### config.mk
export PLATFORM = sky130hd
export DESIGN_NAME = sprite_blitter
export DESIGN_NICKNAME = d
export VERILOG_FILES = /design/src/rtl/sprite_blitter.sv
export SDC_FILE = /design/constraint.sdc
export NUM_CORES = 1
export LEC_CHECK = 0
export ABC_CLOCK_PERIOD_IN_PS = 6500
export CAP_MARGIN = 20
export CORE_ASPECT_RATIO = 0.5
export CORE_UTILIZATION = 45
export CTS_CLUSTER_DIAMETER = 30
export DETAILED_ROUTE_END_ITERATION = 16
export GPL_TIMING_DRIVEN = 0
export MAX_ROUTING_LAYER = met4
export PLACE_DENSITY = 0.78
export SLEW_MARGIN = 10
export SYNTH_ARGS = -nofsm -noshare
export SYNTH_HDL_FRONTEND = slang
export SYNTH_SLANG_ARGS = --single-unit
### constraint.sdc
create_clock -name vga_clk -period 6.5 [get_ports vga_clk]
set_input_delay 1.3 -clock vga_clk [delete_from_list [all_inputs] [get_ports vga_clk]]
set_output_delay 1.3 -clock vga_clk [all_outputs]
set_load 0.05 [all_outputs]
### src/rtl/sprite_blitter.sv
// Sprite overlay stage for the VGA pixel pipeline: positioned, scaled, flippable, animated
// sprite composited over the background via colour-key transparency, fixed 2-cycle latency.
module sprite_blitter #(
  parameter int SPRITE_W        = 32,
  parameter int SPRITE_H        = 32,
  parameter int FRAMES          = 4,
  parameter int SCALE_SHIFT     = 1,
  parameter int IDX_W           = 4,
  parameter int TRANSPARENT_IDX = 0,
  parameter int ANIM_DIV        = 8,
  parameter int ADDR_W          = $clog2(FRAMES*SPRITE_W*SPRITE_H)
) (
  input  logic              vga_clk,
  input  logic              reset,
  input  logic              frame_start,
  input  logic [9:0]        DrawX,
  input  logic [9:0]        DrawY,
  input  logic [9:0]        pos_x,
  input  logic [9:0]        pos_y,
  input  logic              flip_h,
  input  logic              anim_en,
  input  logic [3:0]        bg_red,
  input  logic [3:0]        bg_green,
  input  logic [3:0]        bg_blue,
  output logic [ADDR_W-1:0] rom_addr,
  input  logic [IDX_W-1:0]  rom_q,
  output logic [IDX_W-1:0]  pal_index,
  input  logic [3:0]        pal_red,
  input  logic [3:0]        pal_green,
  input  logic [3:0]        pal_blue,
  output logic [3:0]        red,
  output logic [3:0]        green,
  output logic [3:0]        blue,
  output logic              sprite_on
);

  localparam int BOX_W    = SPRITE_W << SCALE_SHIFT;
  localparam int BOX_H    = SPRITE_H << SCALE_SHIFT;
  localparam int FRAME_SZ = SPRITE_W * SPRITE_H;
  localparam int FIDX_W   = (FRAMES > 1) ? $clog2(FRAMES) : 1;
  localparam int DIV_W    = (ANIM_DIV > 1) ? $clog2(ANIM_DIV) : 1;

  typedef struct packed {
    logic [3:0] r;
    logic [3:0] g;
    logic [3:0] b;
  } rgb_t;

  logic [9:0]        px, py;
  logic              flip;
  logic [FIDX_W-1:0] fidx;
  logic [DIV_W-1:0]  div;

  // Shadow state only moves on frame_start so a frame is always drawn from one snapshot.
  always_ff @(posedge vga_clk or posedge reset) begin
    if (reset) begin
      px   <= '0;
      py   <= '0;
      flip <= 1'b0;
      fidx <= '0;
      div  <= '0;
    end else if (frame_start) begin
      px   <= pos_x;
      py   <= pos_y;
      flip <= flip_h;
      if (anim_en) begin
        if (div == DIV_W'(ANIM_DIV-1)) begin
          div  <= '0;
          fidx <= (fidx == FIDX_W'(FRAMES-1)) ? '0 : fidx + 1'b1;
        end else begin
          div <= div + 1'b1;
        end
      end
    end
  end

  // Stage 0: 11-bit differences; the sign bit rejects pixels left/above the sprite, so no wrap.
  logic [10:0] dx, dy;
  logic [9:0]  lx, ly, lxf;
  logic        hit0;

  always_comb begin
    dx   = {1'b0, DrawX} - {1'b0, px};
    dy   = {1'b0, DrawY} - {1'b0, py};
    hit0 = !dx[10] && (dx[9:0] < 10'(BOX_W)) && !dy[10] && (dy[9:0] < 10'(BOX_H));
    lx   = dx[9:0] >> SCALE_SHIFT;
    ly   = dy[9:0] >> SCALE_SHIFT;
    lxf  = flip ? 10'(SPRITE_W-1) - lx : lx;
    rom_addr = '0;
    if (hit0)
      rom_addr = ADDR_W'(fidx) * ADDR_W'(FRAME_SZ) + ADDR_W'(ly) * ADDR_W'(SPRITE_W)
               + ADDR_W'(lxf);
  end

  assign pal_index = rom_q;

  // Stage 1 aligns hit and background with the ROM's registered read.
  logic hit1, opaque;
  rgb_t bg1;

  assign opaque = hit1 && (rom_q != IDX_W'(TRANSPARENT_IDX));

  always_ff @(posedge vga_clk or posedge reset) begin
    if (reset) begin
      hit1      <= 1'b0;
      bg1       <= '0;
      red       <= '0;
      green     <= '0;
      blue      <= '0;
      sprite_on <= 1'b0;
    end else begin
      hit1      <= hit0;
      bg1       <= '{r: bg_red, g: bg_green, b: bg_blue};
      red       <= opaque ? pal_red   : bg1.r;
      green     <= opaque ? pal_green : bg1.g;
      blue      <= opaque ? pal_blue  : bg1.b;
      sprite_on <= opaque;
    end
  end

endmodule

Word-level counts from Yosys, hierarchy flattened:

Cells that the tools add are included.
Widths: inputs -> output; s select.

* output and inout port bits: 29
* input bits: 73
* register bits after elaboration: 52
* logic and storage cells: 40

* add/subtract/negate cells: 7
* $lt $le $gt $ge: 2
* equal/unequal tests: 2
* reductions and logical operators: 9
* mux-type cells: 7

Operators with widths (number)
* $sub 10x10->11: 2
* $lt 10x7->1 const B: 2
* $add 12x10->12: 1
* $add 12x12->12: 1
* $mux 12: 1
* $mux 4: 3
* $mux 10: 1
* $sub 5x9->10 const A: 1
* $logic_and 1x1->1: 4
* $reduce_bool 4->1: 1
* $add 3x1->3 const B: 1
* $eq 3x3->1 const B: 1
* $mux 3: 1
* $reduce_and 3->1: 1
* $add 2x1->2 const B: 1
* $eq 2x2->1 const B: 1
* $logic_not 1->1: 2
* $mux 2: 1
* $reduce_and 2->1: 1

Depth between registers and ports, before layout:

Gate-level depths: netlist of the first run.

* depth after elaboration: 6
* gate-level depth with buffers: 17
* mapped depth without buffers: 17

Worst setup path after synthesis of the first run:

No wires, ideal clock.

* kind: input port to output port
* from: in DrawX[0]
* to: out rom_addr[11]
* path buffers: 0
* arrival: 5.500 ns
* data required time: 5.200 ns
* cell stages on the path: 15
* setup slack: -0.300 ns
* cells stage by stage: nand2b_1 > fa_1 > a211oi_1 > o21ai_0 > xnor2_1 > ha_1 > nand2_1 > o21ai_0 > fa_1 > a21o_1 > a21oi_1 > o21bai_1 > a21oi_1 > xor2_1 > nor4_1

* word-level cells in the longest chain between the ends: 6
* elaborated cells on any way between the ends: 10
* those cells by class: add/sub (3); order compare (1); mux (2); reduce/logical (4)

RTL lines
* from (decl): line 16 `input logic [9:0] DrawX,`
* $sub 10x10->11 *: line 83 `dx = {1'b0, DrawX} - {1'b0, px};`
* parallel branches: the longest is 4 deep, another holds $add 12x10->12
* $mux 12 *: line 90 `if (hit0)`
* to (decl): line 25 `output logic [ADDR_W-1:0] rom_addr,`

Mark *: on every way between the ends.

Worst setup path in the final report of the first run:

* from: in DrawX[2]
* to: out rom_addr[10]

Same word-level chain as after synthesis.

==> results of run 1 <==
layout by cell type, fill, tap and decap left out, types with 2 or more instances in the layout:
cell              n
a211oi_1          3
a21boi_0          2
a21o_1            8
a21oi_1          14
a31oi_1           2
and2_1            2
buf_2             2
buf_4             7
clkbuf_1          9
clkbuf_16         5
clkdlybuf4s50_1  94
clkinv_4          2
dfrtp_1          52
fa_1              2
ha_1             28
inv_1            26
mux2_2            5
nand2_1          62
nand2b_1          3
nand3_1           6
nor2_1            6
nor3_1            4
nor4_1            3
nor4_2           10
o211ai_1          2
o21a_1            3
o21ai_0          29
o21ai_1           2
o21bai_1          3
xnor2_1          19
xor2_1            6
repair_timing:
action	4_1_cts	5_1_grt
setup buffers	1	1
endpoints found under the setup margin	6	5
pin swaps	1	1
resized for setup	15	10
cells by family after synthesis:
family	synth area share (%)
AOI/OAI and AO/OA	15.2
xor gates and xnor gates	7.42
adders and majority gates	12.9
buffers and inverters	5.72
DFF	41.1
muxes	1.78
and+or+nand+nor	15.9
area by class of cell:
class | count | area, sq um
fill | 543 | 2260
multi-input combinational | 238 | 1700
sequential | 52 | 1300
timing repair buffer | 103 | 1020
clock buffer | 5 | 125
tap | 92 | 115
inverter | 27 | 101
buffer | 15 | 80.1
clock inverter | 3 | 47.5
registers in the layout (all words and copies together), names as in the netlist, 2 cells and up:
name,cells
bg1,12
fidx,2
blue,4
red,4
green,4
px,10
div,3
py,10
worst min path at each step:
| stage | from | to | slack (ns) | cells past startpoint |
|---|---|---|---|---|
| 6_report | bg1[10] | red[2] | 0.44 | 2 |
| 5_1_grt | bg1[7] | green[3] | 0.47 | 2 |
| 4_1_cts | bg1[11] | red[3] | 0.45 | 2 |
| 3_5_place_dp | bg1[11] | red[3] | 0.43 | 2 |
| 3_3_place_gp | bg1[2] | blue[2] | 0.42 | 2 |
| 2_1_floorplan | bg1[0] | blue[0] | 0.42 | 2 |
routing by layer:
layer  part of all wire, %  vias up  routed length [um]  GRT usage [%]
li1                      -     1354                   -              -
met1                    50     1134                3340           25.3
met2                    46       47                3070           31.6
met3                   3.6        4                 244           3.98
met4                  0.79        0                  53           4.94
met5                     0        -                   0              -
worst register-to-register path, stage by stage (launching register included):
cell	delay, ns
dfrtp_1	0.36
inv_1	0.08
ha_1	0.29
a21o_1	0.18
a31o_2	0.23
nand2_1	0.12
o21ai_0	0.12
xnor2_1	0.27
ha_1	0.28
nand4_2	0.16
buf_6	0.20
nor3_1	0.45
power groups by stage:
stage,clock network [mW],registers (mW),logic [mW]
floorplan,0,0.388,0.305
global placement,0,0.378,0.421
detailed placement,0,0.379,0.427
CTS,0.305,0.373,0.434
global route,0.322,0.377,0.491
finish,0.296,0.374,0.440
metrics by stage:
stage,area [sq um],total power [mW]
floorplan,3180,0.693
global placement,4290,0.798
detailed placement,4310,0.806
CTS,4490,1.11
global route,4490,1.19
finish,4490,1.11
==> metrics.cfg, run 1 <==
[status]
status = finished, final reports clean

[routing]
drc = 0
via_count = 2539
routed_via_density = 4.75
drt-total-wl_um = 6710
first_pass_iters = 5
wl_per_cell_um = 12.5
drt_iter0_drc = 151
detail-route-antenna-nets = 0

[logic_synthesis]
synthTopCellsByArea = dfrtp_1, ha_1, nand2_1
ys_types = 40
syn_inst = 332
syn_nets = 436
yosysTopAreaCell = dfrtp_1
yosys_warnings = 0
ys_ff_latch = 52
post_synth.cell_area_avg_sq_um = 9.55
synth.cell_area_sq_um = 3170
synth-seq-area-share_pct = 41.1
synth_edf_count = 0
yosysMostFrequentCell = nand2_1
ys_async_sr_fraction_pct = 100
synth.top_cell.area_share_pct = 41.1
ys.flop_type = dfrtp_1
yosys-top-cells-count = nand2_1, dfrtp_1, o21ai_0

[clocking]
cts_hold_buf = 0
insertion_delay_ns = 0.28
clkSlewWorstSetupHoldPaths_ns = 0.06
htree_levels = 2
cts_tree = built
cts_buffers = 5
root_buffer = clkbuf_16
cts.sinks = 52
cts_buffer_depth = 2

[die]
start_util_pct = 46.9
dieArea_sq_um = 7400
die_w_um = 121
rows = 21
io_pins = 102
core-area_sq_um = 6750
die_y_um = 61.3

[power_and_ir_drop]
p_sw_mw = 0.364
power_frac_comb_pct = 39.7
p_int_mw = 0.746
peakVddDrop_mv = 0.157
powerDensity_nw_per_um2 = 247
clkPwrFrac_pct = 26.6
leakagePower_nw = 2.02
seqPwrFrac_pct = 33.7
power.share.switching_pct = 32.8

[placement]
io_buffers = 100
dp_hpwl_um = 5510
dp_slack_ns = -0.650
finalWeightedCongestion = 0.855
dp.cells = 525

[sta]
slew_headroom_pct = 50.8
whs_ns = 0.445
grt_setup_unrepaired = no
clock.fmax_ghz = 0.161
min_period_over_period_pct = 95.8
setup_viol = 0
fin_crit_ns = 6.23
fin_setup_tns_ns = 0
finalHoldViolations = 0
skew_ns = 0.00420
layout_setup_ws_ns = 0.271
slew_viol_final = 0
tightestPinTransition_ns = 0.728

[worst_setup_path]
crit_required_ns = 5.20
r2r-start = px[2]
path_depth = 18
worstPathArrival_ns = 4.93
cp_common_cell = ha_1
worstSetupPathType = in2out
r2r_cells = 11
worst_path_max_delay_cell = clkdlybuf4s50_1
cp-start-kind = input pin
r2r-end = hit1
crit_fanout = 5
critical_path.top_delay_family = compound AO/OA/AOI/OAI gates
endpoint = rom_addr[10]
endpoint_kind = primary output
crit_chain = clkdlybuf4s50_1 -> ha_1 -> a21o_1 -> a31o_2 -> nand2_1 -> o21ai_0 -> xnor2_1 -> ha_1 -> nand2_1 -> o21ai_1 -> ha_1 -> a21o_1 -> a21oi_1 -> o21bai_1 -> a21oi_1 -> xor2_1 -> nor4_2 -> buf_2
rrSetupSlack_ns = 3.60
startpoint = DrawX[2]
critical-path-max-stage-delay_ns = 0.40
path_buf_inv = 2

[global_route]
grt_first_pass_wirelength_um = 10700
grt_max_degree = 31
antenna_found_initial = 0
overflow = 0
track_usage_pct = 19.4
grt_pass1_vias = 2375

[job]
drv_cap = 0

[layout]
insertedDiodeCount = 0
nNetsFinal = 546
areaGrowthSynthToFinish_pct = 41.8
postLayoutCoreUtil_pct = 66.6
fin_cells = 535
drive_gt1_share_pct = 9.93

[worst_hold_path]
hp-class = reg2reg

No activity file was read; power rests on OpenSTA's default activity.
==> inputs of run 2 (changes only) <==
- CORE_ASPECT_RATIO: 0.5 -> default
==> run 2 against run 1 <==
  * Clock-buffer cell count unchanged
  * Worst hold slack better by 0.0088 ns
  * Clock power down 33%
  * Wire length up 8.3%
  * Highest routed layer unchanged
  * Power down 6.6%
  * Sequential share of layout area up 0.073 points
==> metrics.cfg, run 2 (synthesized netlist as in run 1, its figures left out) <==
[status]
status = finished, final reports clean  ; unchanged

[sta]
skew_ns = 0.0118  ; was 0.00420 ns
fin_setup_tns_ns = 0  ; unchanged
clock.fmax_ghz = 0.158  ; was 0.161 GHz
min_period_over_period_pct = 97.6  ; was 95.8%
slew_headroom_pct = 55.0  ; was 50.8%
layout_setup_ws_ns = 0.156  ; was 0.271 ns
setup_viol = 0  ; unchanged
slew_viol_final = 0  ; unchanged
fin_crit_ns = 6.34  ; was 6.23 ns
finalHoldViolations = 0  ; unchanged
tightestPinTransition_ns = 0.675  ; was 0.728 ns

[global_route]
grt_max_degree = 36  ; was 31
grt_first_pass_wirelength_um = 12000  ; was 10,700 um
overflow = 0  ; unchanged
track_usage_pct = 21.1  ; was 19.4%
antenna_found_initial = 0  ; unchanged
grt_pass1_vias = 2623  ; was 2,375

[placement]
dp_slack_ns = -0.741  ; was -0.650 ns
dp.cells = 529  ; was 525
dp_hpwl_um = 5650  ; was 5510 um
io_buffers = 100  ; unchanged
finalWeightedCongestion = 0.896  ; was 0.855
post_dp_cell_area_sq_um = 4320  ; was 4310 sq um

[clocking]
cts.sinks = 52  ; unchanged
cts_hold_buf = 0  ; unchanged
clkSlewWorstSetupHoldPaths_ns = 0.10  ; was 0.06 ns
htree_levels = 2  ; unchanged
cts_buffers = 5  ; unchanged
cts_buffer_depth = 2  ; unchanged
cts_tree = built  ; unchanged
root_buffer = clkbuf_8  ; was clkbuf_16
insertion_delay_ns = 0.32  ; was 0.28 ns

[layout]
largestRegisters = bg1 x12, px x10, py x10  ; unchanged
largest_reg_flops = 12  ; unchanged
drive_gt1_share_pct = 12.2  ; was 9.93%
areaGrowthSynthToFinish_pct = 41.5  ; was 41.8%
regMostFlops = bg1  ; unchanged
fin_area_sq_um = 4480  ; was 4490 sq um
fillers = 549  ; was 543
nNetsFinal = 547  ; was 546
most-common-layout-cells = clkdlybuf4s50_1, nand2_1, dfrtp_1  ; unchanged
insertedDiodeCount = 0  ; unchanged
postLayoutCoreUtil_pct = 66.0  ; was 66.6%
fin_cells = 540  ; was 535
layout_commonest_cell = clkdlybuf4s50_1  ; unchanged

[die]
dieArea_sq_um = 7380  ; was 7400 sq um
die_y_um = 85.9  ; was 61.3 um
core-area_sq_um = 6790  ; was 6750 sq um
start_util_pct = 46.6  ; was 46.9%
rows = 30  ; was 21
die_w_um = 85.9  ; was 121 um
io_pins = 102  ; unchanged

[routing]
first_pass_iters = 4  ; was 5
drc = 0  ; unchanged
via_count = 2693  ; was 2,539
drt-total-wl_um = 7270  ; was 6710 um
drt_iter0_drc = 101  ; was 151
wl_per_cell_um = 13.5  ; was 12.5 um
detail-route-antenna-nets = 0  ; unchanged
routed_via_density = 4.99  ; was 4.75

[worst_hold_path]
hp-class = reg2reg  ; unchanged

[worst_setup_path]
worstSetupPathType = in2out  ; unchanged
crit_required_ns = 5.20  ; about the same
endpoint_kind = primary output  ; unchanged
cp-start-kind = input pin  ; unchanged
worstPathArrival_ns = 5.04  ; was 4.93 ns
crit_fanout = 6  ; was 5

[power_and_ir_drop]
powerDensity_nw_per_um2 = 231  ; was 247 nW/um^2
leakagePower_nw = 1.98  ; was 2.02 nW
peakVddDrop_mv = 0.131  ; was 0.157 mV

[job]
drv_cap = 0  ; unchanged

run 2: power breakdown:
part | internal [mW] | switching (mW) | leakage, nW
combinational | 0.217 | 0.251 | 1.31
sequential | 0.355 | 0.0155 | 0.624
clock | 0.0786 | 0.119 | 0.0423
total | 0.651 | 0.386 | 1.98
run 2: through the flow:
stage / hold WS, ns / power (mW)
floorplan: 0.421 / 0.693
global placement: 0.424 / 0.798
detailed placement: 0.428 / 0.813
CTS: 0.452 / 1.01
global route: 0.464 / 1.10
finish: 0.453 / 1.04
run 2: final timing paths:
path / startpoint / end / slack [ns] / depth (start not counted)
min: bg1[10] / red[2] / 0.45 / 2
min reg2reg: bg1[10] / red[2] / 0.45 / 2
max: DrawX[4] / rom_addr[11] / 0.16 / 18
max reg2reg: px[0] / hit1 / 3.81 / 8
max in group asynchronous: reset / py[1] / 4.70 / 3
min in group asynchronous: reset / py[7] / 1.28 / 2
run 2: metal layers:
| layer | global-route usage [%] | vias to the layer above | share of wire (%) |
|---|---|---|---|
| met5 | - | - | 0 |
| met4 | 6.67 | 0 | 1.9 |
| met3 | 3.37 | 13 | 4.1 |
| met2 | 33.7 | 71 | 48 |
| met1 | 27.5 | 1253 | 46 |
| li1 | - | 1356 | - |
run 2: area by class of cell:
cell class	instances	area, sq um	share of cell area (%)
clock buffers	5	68.8	1.54
multi-input cells	238	1740	38.9
well taps	96	120	2.68
flip-flops and latches	52	1300	29.0
plain buffers	15	80.1	1.79
inverters	27	101	2.26
clock inverters	3	26.3	0.586
repair buffers	104	1040	23.2
run 2: repair_timing:
item,4_1_cts,5_1_grt
endpoints found under the setup margin,6,5
gates resized for setup,19,15
pin swaps,1,7
buffers inserted,1,2
run 2: worst max-delay path, stage by stage:
cell             delay, ns
clkdlybuf4s50_1       0.47
ha_2                  0.31
a21oi_1               0.14
nor2_1                0.05
a211oi_1              0.19
o21ai_1               0.11
xnor2_1               0.31
ha_2                  0.27
nor2_1                0.06
xnor2_1               0.20
ha_1                  0.31
a21o_1                0.20
a21oi_2               0.18
o21bai_1              0.10
a21oi_2               0.15
xor2_1                0.09
nor4_2                0.36
buf_4                 0.26
==> RTL edit (config.mk and constraints of run 1) <==
Change the parameter `FRAMES` from 4 to 2.
--- a/src/rtl/sprite_blitter.sv
+++ b/src/rtl/sprite_blitter.sv
@@ -5,3 +5,3 @@
   parameter int SPRITE_H        = 32,
-  parameter int FRAMES          = 4,
+  parameter int FRAMES          = 2,
   parameter int SCALE_SHIFT     = 1,
Interface: changed (resized rom_addr); port bits go from 102 to 101. No check against the original RTL was run, so the function may have changed too.
==> RTL edit against run 1 <==
- register-to-register slack improved by 220 ps
- largest cell class unchanged
- clock skew increased by 1.3 ps
- synthesized cell count increased by 5.1%
- die area increased by 0.42%
- sequential power decreased by 2%
- area after synthesis increased by 0.43%
- routed wire length increased by 19%
- sequential share of layout area decreased by 1.5 points
- sequential cell count decreased by 1
- cell area increased by 3.3%
- setup slack got worse by 180 ps
- critical path type unchanged
- total power increased by 2.4%
==> RTL edit: results (changes against run 1) <==
[worst_setup_path]
slowest_delay_ps=480  ; +80 ps
slowest_stage=or4b_4
r2r_start=py[0]
crit_fanout=10  ; +5
crit_family=simple AND/OR/NAND/NOR gates
startpoint=DrawX[0]
arrival_ps=5110  ; +180 ps

[logic_synthesis]
synthesis.nets=451  ; +3.4%
yosys_warnings=0  ; unchanged
ys_seq_area_frac=0.401  ; -0.00964
async_reset_ff_frac=1.00  ; unchanged
yosys-top-cells-count=69 x nand2_1, 51 x dfrtp_1, 28 x o21ai_0
synthTopCellsByArea=dfrtp_1 40%, ha_1 10%, nand2_1 8.1%, o21ai_0 4.4%, xnor2_1 4.1%
synth_cell_types=46  ; +15%

[finish]
fillers=509  ; -6.3%
reg_top3=bg1 (12), px (10), py (10)
n_antenna_cell=0  ; unchanged
nets=572  ; +4.8%
drive_gt1_frac=0.142  ; +0.0429

[power]
p_leak_nw=2.07  ; +2.7%
p_int_mw=0.738  ; -1.1%
peakVddDrop_mv=0.162  ; +3.4%

[global_routing]
grt_pass1_vias=2635  ; +11%
grt_max_degree=36  ; +16%
grt_pass1_wl_mm=11.9  ; +12%
track_usage=0.215  ; +0.0206
antenna_found_initial=0  ; unchanged

[place]
place_hpwl_mm=5.91  ; +7.2%
routabilityCongestion=0.904  ; +5.7%
portBuffers=99  ; -1.0%
postPlaceCellArea_um2=4320  ; about the same

[sta]
fin_skew_ps=5.50  ; +1.30 ps
timing.slew.headroom=0.515  ; +0.00720

[clocking]
cts_max_path_buffers=2  ; unchanged
numCtsBuffers=5  ; unchanged
root_buffer=clkbuf_16
htreeDepth=2  ; unchanged
clkTransAtPathRegs_ps=60  ; about the same
worstSkewPairLatency_ps=280  ; about the same

[routing]
wl_per_cell_um=14.2  ; +13%
first_pass_iters=4  ; -1
vias=2910  ; +15%
drc=0  ; unchanged
drtIter0Drc=224  ; +48%

[status]
status=finished clean

[hold_path]
holdCritPathClass=reg2reg
hp-start=bg1[7]

==> RTL edit: power by group through the flow <==
stage / Combinational [mW] / Clock (mW) / Sequential (mW)
after detailed placement: 0.441 / 0 / 0.371
after global placement: 0.431 / 0 / 0.370
after CTS: 0.462 / 0.252 / 0.366
after floorplan: 0.310 / 0 / 0.380
final: 0.519 / 0.250 / 0.368
after global routing: 0.569 / 0.269 / 0.371
==> RTL edit: area by class of cell <==
class	count	area, um2	share of cell area
multi-input cells	253	1800	0.388
flip-flops and latches	51	1280	0.275
repair buffers	114	1110	0.238
clock buffers	5	125	0.0269
well taps	92	115	0.0248
inverters	27	101	0.0218
plain buffers	18	100	0.0216
clock inverters	3	15.0	0.00323
==> RTL edit: final timing paths <==
path / endpoint / slack [ps] / cells after the start
setup / recovery: rom_addr[10] / 90 / 15
hold / removal: green[3] / 450 / 2
setup reg to reg: hit1 / 3820 / 9
hold reg to reg: green[3] / 450 / 2
max in group asynchronous: px[4] / 4640 / 3
min in group asynchronous: bg1[5] / 1340 / 2
==> RTL edit: timing repair <==
item,4_1_cts,5_1_grt
pin swaps,2,13
gates resized for setup,15,18
setup endpoints to repair,5,5
buffers inserted,5,9
==> RTL edit: cells by family after synthesis <==
family,after synthesis,share of synthesized area
AO/OA/AOI/OAI,74,0.150
multiplexers,4,0.0141
adder cells (fa/ha/maj),29,0.121
AND/OR/NAND/NOR,123,0.189
buffers and inverters,45,0.0613
flip-flops,51,0.401
XOR/XNOR,23,0.0633
==> RTL edit: through the flow <==
step                      hold slack (ps)  setup slack, ps  total power [mW]  std cells  setup TNS (ps)
after floorplan                       421             49.9             0.691        349               0
after global routing                  478            -86.5              1.21        563            -253
after global placement                425             -797             0.801        540           -1780
final                                 449             91.4              1.14        563               0
after detailed placement              435             -829             0.813        541           -1890
after CTS                             452             1.32              1.08        554               0
==> RTL edit: worst min-delay path, stage by stage, from the launching register on <==
cell and delay [ps]:
dfrtp_1 320, nand2_1 40, nand2_1 50
==> RTL edit: metal layers <==
metal | vias to the layer above | wire length (um) | global-route usage
li1 | 1435 | - | -
met5 | - | 0 | -
met4 | 0 | 31 | 0.0423
met3 | 4 | 354 | 0.0278
met2 | 92 | 3970 | 0.380
met1 | 1379 | 3610 | 0.271
